==> src/rtl/sarray_store_unit.sv <==
// Store-side drain stage below the systolic array: buffers bottom-row beats and turns them into store writes.
// Optional row-order checking is enabled by defining SARRAY_STORE_ORDER_CHECK_EN (adds order_err_o).
module sarray_store_unit #(
  parameter int ADDR_WIDTH = 64,
  parameter int DATA_WIDTH = 512,
  parameter int CNT_WIDTH  = 6,
  parameter int FIFO_DEPTH = 4,
  parameter int ROW_SHIFT  = 8
) (
  input  logic                  clk,
  input  logic                  rst,
  input  logic                  cfg_valid_i,
  output logic                  cfg_ready_o,
  input  logic [ADDR_WIDTH-1:0] cfg_base_addr_i,
  input  logic [CNT_WIDTH:0]    cfg_rows_i,
  input  logic                  bot_valid_i,
  input  logic [CNT_WIDTH-1:0]  bot_cnt_i,
  input  logic [DATA_WIDTH-1:0] bot_data_i,
  output logic                  stall_o,
  output logic                  aw_valid_o,
  input  logic                  aw_ready_i,
  output logic [ADDR_WIDTH-1:0] aw_addr_o,
  output logic [DATA_WIDTH-1:0] aw_data_o,
  output logic                  busy_o,
  output logic                  done_o,
  output logic                  err_o
`ifdef SARRAY_STORE_ORDER_CHECK_EN
  ,
  output logic                  order_err_o
`endif
);

  localparam int PTR_W = $clog2(FIFO_DEPTH);
  typedef logic [PTR_W:0] ptr_t;
  localparam ptr_t                 PTR_ONE  = ptr_t'(1);
  localparam logic [CNT_WIDTH:0]   ROWS_ONE = (CNT_WIDTH+1)'(1);

  typedef enum logic [1:0] {S_IDLE, S_ACTIVE, S_DONE} state_t;

  state_t                r_state, w_state_nxt;
  logic [ADDR_WIDTH-1:0] r_base;
  logic [CNT_WIDTH:0]    r_rows;
  logic [CNT_WIDTH:0]    r_wr_cnt;
  ptr_t                  r_wr_ptr, r_rd_ptr;
  ptr_t                  w_occ;
  logic [ADDR_WIDTH-1:0] r_mem_addr [FIFO_DEPTH];
  logic [DATA_WIDTH-1:0] r_mem_data [FIFO_DEPTH];
  logic                  r_err;

  logic                  w_empty, w_full, w_pop;
  logic                  w_push_req, w_push, w_drop;
  logic                  w_cfg_take, w_last_pop, w_flush_err, w_order_err;
  logic [ADDR_WIDTH-1:0] w_push_addr;

  assign w_occ   = r_wr_ptr - r_rd_ptr;
  assign w_empty = (r_wr_ptr == r_rd_ptr);
  assign w_full  = (r_wr_ptr[PTR_W] != r_rd_ptr[PTR_W]) &&
                   (r_wr_ptr[PTR_W-1:0] == r_rd_ptr[PTR_W-1:0]);

  assign w_pop       = ~w_empty & aw_ready_i;
  assign w_push_req  = bot_valid_i && (r_state == S_ACTIVE);
  assign w_push      = w_push_req && (!w_full || w_pop);
  assign w_drop      = bot_valid_i && !w_push;
  assign w_cfg_take  = (r_state == S_IDLE) && cfg_valid_i;
  assign w_last_pop  = (r_state == S_ACTIVE) && w_pop && (r_wr_cnt == r_rows - ROWS_ONE);
  // Anything still queued (or arriving) when the last row is written is surplus.
  assign w_flush_err = w_last_pop && ((w_occ != PTR_ONE) || w_push);
  assign w_push_addr = r_base + (ADDR_WIDTH'(bot_cnt_i) << ROW_SHIFT);

`ifdef SARRAY_STORE_ORDER_CHECK_EN
  localparam logic [CNT_WIDTH-1:0] CNT_ONE = CNT_WIDTH'(1);
  logic [CNT_WIDTH-1:0] r_exp_cnt;

  assign w_order_err = w_push_req && (bot_cnt_i != r_exp_cnt);
  assign order_err_o = w_order_err;

  always_ff @(posedge clk) begin
    if (rst)             r_exp_cnt <= '0;
    else if (w_cfg_take) r_exp_cnt <= '0;
    else if (w_push)     r_exp_cnt <= r_exp_cnt + CNT_ONE;
  end
`else
  assign w_order_err = 1'b0;
`endif

  // NOTE: sequential state uses non-blocking assignments so every flop samples pre-edge values.
  always_ff @(posedge clk) begin
    if (rst) r_state <= S_IDLE;
    else     r_state <= w_state_nxt;
  end

  // NOTE: every output is given a default first so no path leaves a latch behind.
  always_comb begin
    w_state_nxt = r_state;
    cfg_ready_o = 1'b0;
    busy_o      = 1'b0;
    done_o      = 1'b0;
    unique case (r_state)
      S_IDLE: begin
        cfg_ready_o = 1'b1;
        if (cfg_valid_i) w_state_nxt = (cfg_rows_i == '0) ? S_DONE : S_ACTIVE;
      end
      S_ACTIVE: begin
        busy_o = 1'b1;
        if (w_last_pop) w_state_nxt = S_DONE;
      end
      S_DONE: begin
        done_o      = 1'b1;
        w_state_nxt = S_IDLE;
      end
      default: w_state_nxt = S_IDLE;
    endcase
  end

  always_ff @(posedge clk) begin
    if (rst) begin
      r_base   <= '0;
      r_rows   <= '0;
      r_wr_cnt <= '0;
    end else if (w_cfg_take) begin
      r_base   <= cfg_base_addr_i;
      r_rows   <= cfg_rows_i;
      r_wr_cnt <= '0;
    end else if ((r_state == S_ACTIVE) && w_pop) begin
      r_wr_cnt <= r_wr_cnt + ROWS_ONE;
    end
  end

  always_ff @(posedge clk) begin
    if (rst || w_last_pop) begin
      r_wr_ptr <= '0;
      r_rd_ptr <= '0;
    end else begin
      if (w_push) r_wr_ptr <= r_wr_ptr + PTR_ONE;
      if (w_pop)  r_rd_ptr <= r_rd_ptr + PTR_ONE;
    end
  end

  // NOTE: storage is not reset; the head is masked to zero while empty, so stale entries never show.
  always_ff @(posedge clk) begin
    if (w_push) begin
      r_mem_addr[r_wr_ptr[PTR_W-1:0]] <= w_push_addr;
      r_mem_data[r_wr_ptr[PTR_W-1:0]] <= bot_data_i;
    end
  end

  always_ff @(posedge clk) begin
    if (rst)                                     r_err <= 1'b0;
    else if (w_drop || w_flush_err || w_order_err) r_err <= 1'b1;
  end

  assign aw_valid_o = ~w_empty;
  assign aw_addr_o  = w_empty ? '0 : r_mem_addr[r_rd_ptr[PTR_W-1:0]];
  assign aw_data_o  = w_empty ? '0 : r_mem_data[r_rd_ptr[PTR_W-1:0]];
  assign stall_o    = (w_occ >= ptr_t'(FIFO_DEPTH - 1));
  assign err_o      = r_err;

endmodule

==> config.mk <==
export PLATFORM = sky130hd
export DESIGN_NAME = sarray_store_unit
export DESIGN_NICKNAME = d
export VERILOG_FILES = /design/src/rtl/sarray_store_unit.sv
export SDC_FILE = /design/constraint.sdc
export NUM_CORES = 2
export LEC_CHECK = 0
export BUFFER_PORTS_ARGS = -buffer_cell sky130_fd_sc_hd__buf_2
export CORE_AREA = 3 3 463 465
export CTS_CLUSTER_SIZE = 16
export DETAILED_ROUTE_END_ITERATION = 12
export DIE_AREA = 0 0 466 468
export SETUP_SLACK_MARGIN = 0.02
export SLEW_MARGIN = 20
export SYNTH_ARGS = -nofsm -noshare
export SYNTH_HDL_FRONTEND = slang
export SYNTH_SLANG_ARGS = --single-unit
==> constraint.sdc <==
create_clock -name clk -period 43.1 [get_ports clk]
set_input_delay 8.62 -clock clk [delete_from_list [all_inputs] [get_ports clk]]
set_output_delay 8.62 -clock clk [all_outputs]
set_load 0.05 [all_outputs]
==> impl_metrics.py <==
metrics = {
    "synthesis": {
        "yosysWarnings": 0,
        "ys_seq_elements": 2393,
        "syn_nets": 4882,
        "synthAdderAreaFrac_pct": 0.2490,
        "synthFlopType": "edfxtp_1",
        "synth_cell_types": 49,
        "synth_top_family_by_area": "multiplexers",
        "syn-instance-count": 4271,
        "synth_xor_xnor_area_share_pct": 0.7074,
        "syn_area_per_cell_um2": 21.41,
        "ys_seq_area_share_pct": 77.61,
        "syn_area_um2": 91440,
        "synth-compound-area-share_pct": 0.6253,
        "synth.area.mux_share_pct": 14.22,
        "async_reset_ff_share_pct": 0,
        "synth_enable_flop_cells": 2304,
        "synthSimpleGateAreaFrac_pct": 5.507,
    },
    "layout": {
        "syn2layout_area_growth_pct": 18.81,
        "final_common_cell": "edfxtp_1",
        "fill_cells": 16717,
        "num-nets-final": 6140,
        "layout_common_cells": "2,304 x edfxtp_1, 1,175 x buf_2, 581 x and2_1",
        "drive_gt1_share_pct": 38.28,
    },
    "sta": {
        "fin_skew_ns": 0.06284,
        "min_period_ns": 14.25,
        "fmax_mhz": 70.16,
        "slew_headroom_pct": 25.56,
        "setup_viol": 0,
        "tns_ns": 0,
        "worst_pin_slew_ns": 1.117,
        "hold_viol": 0,
        "setup_slack_ns": 28.85,
        "post-route-period-util_pct": 33.07,
        "slew_viol_final": 0,
        "grt_setup_unrepaired": "false",
    },
    "clocking": {
        "clkSinkCount": 2393,
        "post_cts_resized": 0,
        "insertion_delay_ns": 0.87,
        "cts_root_buf": "clkbuf_16",
        "clk_path_buf_depth": 3,
        "post_cts_buffers": 0,
        "htree_levels": 4,
        "clk_pin_slew_worst_paths_ns": 0.06,
        "cts-buffers-inserted": 239,
        "cts_tree": "built",
        "ctsHoldBuffers": 0,
    },
    "setup_path": {
        "crit_type": "register to output pin",
        "critPathRequiredTime_ns": 34.48,
        "startpoint_type": "register",
        "r2r-start": "r_wr_ptr[0]",
        "cp-end-kind": "output pin",
        "crit_fanout": 42,
        "critPathArrivalTime_ns": 5.63,
    },
    "power": {
        "p_switching_w": 0.001633,
        "cellLeakagePower_nw": 36.95,
        "combPwrFrac_pct": 18.1,
        "pwr-share-seq_pct": 45.8,
        "p_per_area_nw_per_um2": 52.62,
        "internal_power_w": 0.004084,
        "ir_drop_uv": 40.00,
        "clockPowerShare_pct": 36.0,
        "switching_share_pct": 28.57,
    },
    "routing": {
        "drt_wl_total_mm": 236.7,
        "avgViaCountPerCell": 5.373,
        "drtPass1Iterations": 5,
        "drcViolationCount": 0,
        "vias": 46225,
        "antenna_left": 0,
        "first_iter_violations": 3696,
        "wl_per_cell_um": 27.50,
    },
    "global_routing": {
        "grt_use_total_pct": 21.36,
        "grt_pass1_vias": 47493,
        "grt_max_degree": 146,
        "grt_first_pass_wirelength_mm": 339.6,
        "gr-total-overflow": 0,
        "antenna_found_initial": 153,
    },
    "die": {
        "initial_core_util_pct": 43.55,
        "core_um2": 210000,
        "die_area_um2": 218100,
        "io_pins": 1176,
        "fp.dieH_um": 468,
        "die_w_um": 466,
        "rows": 168,
    },
    "place": {
        "pre_cts_slack_ns": 29.41,
        "place.detailed.hpwl_mm": 154.0,
        "io_buffers": 1175,
        "routabilityCongestion": 0.8167,
    },
    "status": {
        "status": "completed",
    },
    "min_path": {
        "hp-start": "r_base[12]",
        "hold_path.class": "register to register",
    },
    "job": {
        "maxCapViolCount": 0,
    },
}
==> cell families (layout without fill, tap and decap cells) <==
kind of cell,Yosys count,in the layout
AO/OA/AOI/OAI,102,102
XOR/XNOR,73,73
adder cells (fa/ha/maj),17,17
buffers and inverters,240,1703
flip-flops,2393,2393
multiplexers,579,579
other,0,65
AND/OR/NAND/NOR,867,867
==> worst paths after layout <==
path	to	slack [ns]	cells after the start
setup / recovery	aw_data_o[193]	28.85	7
hold / removal	r_base[12]	0.46	2
setup reg to reg	r_mem_data[3][166]	37.40	9
hold reg to reg	r_base[12]	0.46	2
==> critical path, cell delays in order (launching register included) <==
cell and delay [ns]:
dfxtp_4 0.61, buf_4 0.72, buf_4 0.69, buf_4 0.76, buf_4 0.81, mux4_2 0.61
and2_1 0.18, buf_2 0.22
==> state kept, by name (all words and copies together), names as in the netlist, named ones only <==
register / flops
r_wr_cnt: 7
r_mem_addr: 256
r_base: 64
r_rows: 7
r_rd_ptr: 3
r_mem_data: 2048
err_o: 1
r_state: 2
r_wr_ptr: 3
==> per-stage QoR <==
step / utilization (%) / instances / cell area, um2 / hold slack [ns] / total power (W)
4_1_cts: 51.62 / 8536 / 108400 / 0.4622 / 0.005786
6_report: 51.74 / 8604 / 108600 / 0.4618 / 0.005717
3_5_place_dp: 47.88 / 8090 / 100500 / 0.4543 / 0.003723
3_3_place_gp: 47.88 / 8090 / 100500 / 0.4551 / 0.003718
2_1_floorplan: - / 4271 / 91440 / 0.4363 / 0.003428
5_1_grt: 51.69 / 8567 / 108600 / 0.4839 / 0.005918
==> synthesized netlist by cell type (2+ instances only) <==
library cell | instances | share of area, %
buf_2 | 62 | 0.34
nand4_1 | 11 | 0.075
nor3_2 | 10 | 0.11
nor2_1 | 27 | 0.11
nor4_1 | 4 | 0.027
a21o_1 | 2 | 0.016
nor2b_1 | 4 | 0.027
xnor2_1 | 33 | 0.32
nand3_1 | 15 | 0.082
nor4_2 | 3 | 0.041
ha_1 | 15 | 0.21
clkbuf_1 | 152 | 0.62
o211a_1 | 2 | 0.022
xor2_1 | 39 | 0.37
and4_1 | 3 | 0.029
a21oi_1 | 80 | 0.44
nand2_1 | 167 | 0.69
mux4_2 | 576 | 14
o31ai_1 | 2 | 0.016
o21ai_0 | 5 | 0.027
nand4_2 | 2 | 0.027
buf_1 | 5 | 0.021
dfxtp_1 | 89 | 1.9
nand4_4 | 3 | 0.070
nand2b_1 | 5 | 0.034
and2_1 | 586 | 4.0
edfxtp_1 | 2304 | 76
fa_1 | 2 | 0.044
mux2i_1 | 3 | 0.033
a211oi_1 | 2 | 0.016
and3_1 | 5 | 0.034
inv_1 | 19 | 0.078
nor3_1 | 18 | 0.099
==> power groups by stage <==
| stage | Sequential (W) | Clock [W] | Combinational (W) |
|---|---|---|---|
| floorplan | 0.00269 | 0 | 0.000736 |
| global placement | 0.00267 | 0 | 0.00105 |
| detailed placement | 0.00267 | 0 | 0.00105 |
| CTS | 0.00262 | 0.00211 | 0.00106 |
| global route | 0.00262 | 0.00220 | 0.00109 |
| finish | 0.00262 | 0.00206 | 0.00104 |
==> final cells by class <==
cell class / instances / area [um2] / area share [%]
Multi-Input combinational cell: 1638 / 19510 / 17.96
Clock buffer: 302 / 6297 / 5.796
Tap cell: 2805 / 3510 / 3.230
Sequential cell: 2393 / 70980 / 65.33
Antenna cell: 65 / 162.7 / 0.1497
Timing Repair Buffer: 1238 / 6551 / 6.030
Inverter: 19 / 71.32 / 0.06564
Clock inverter: 144 / 1567 / 1.442
==> per-layer routing <==
layer / up-vias / share of wire [%] / global-route usage, %
met3: 506 / 9.0 / 7.299
met1: 24192 / 39 / 27.31
li1: 19809 / - / -
met4: 92 / 3.6 / 7.478
met5: - / 0.26 / 0
met2: 1626 / 48 / 34.15
No activity file was read; power rests on OpenSTA's default activity.
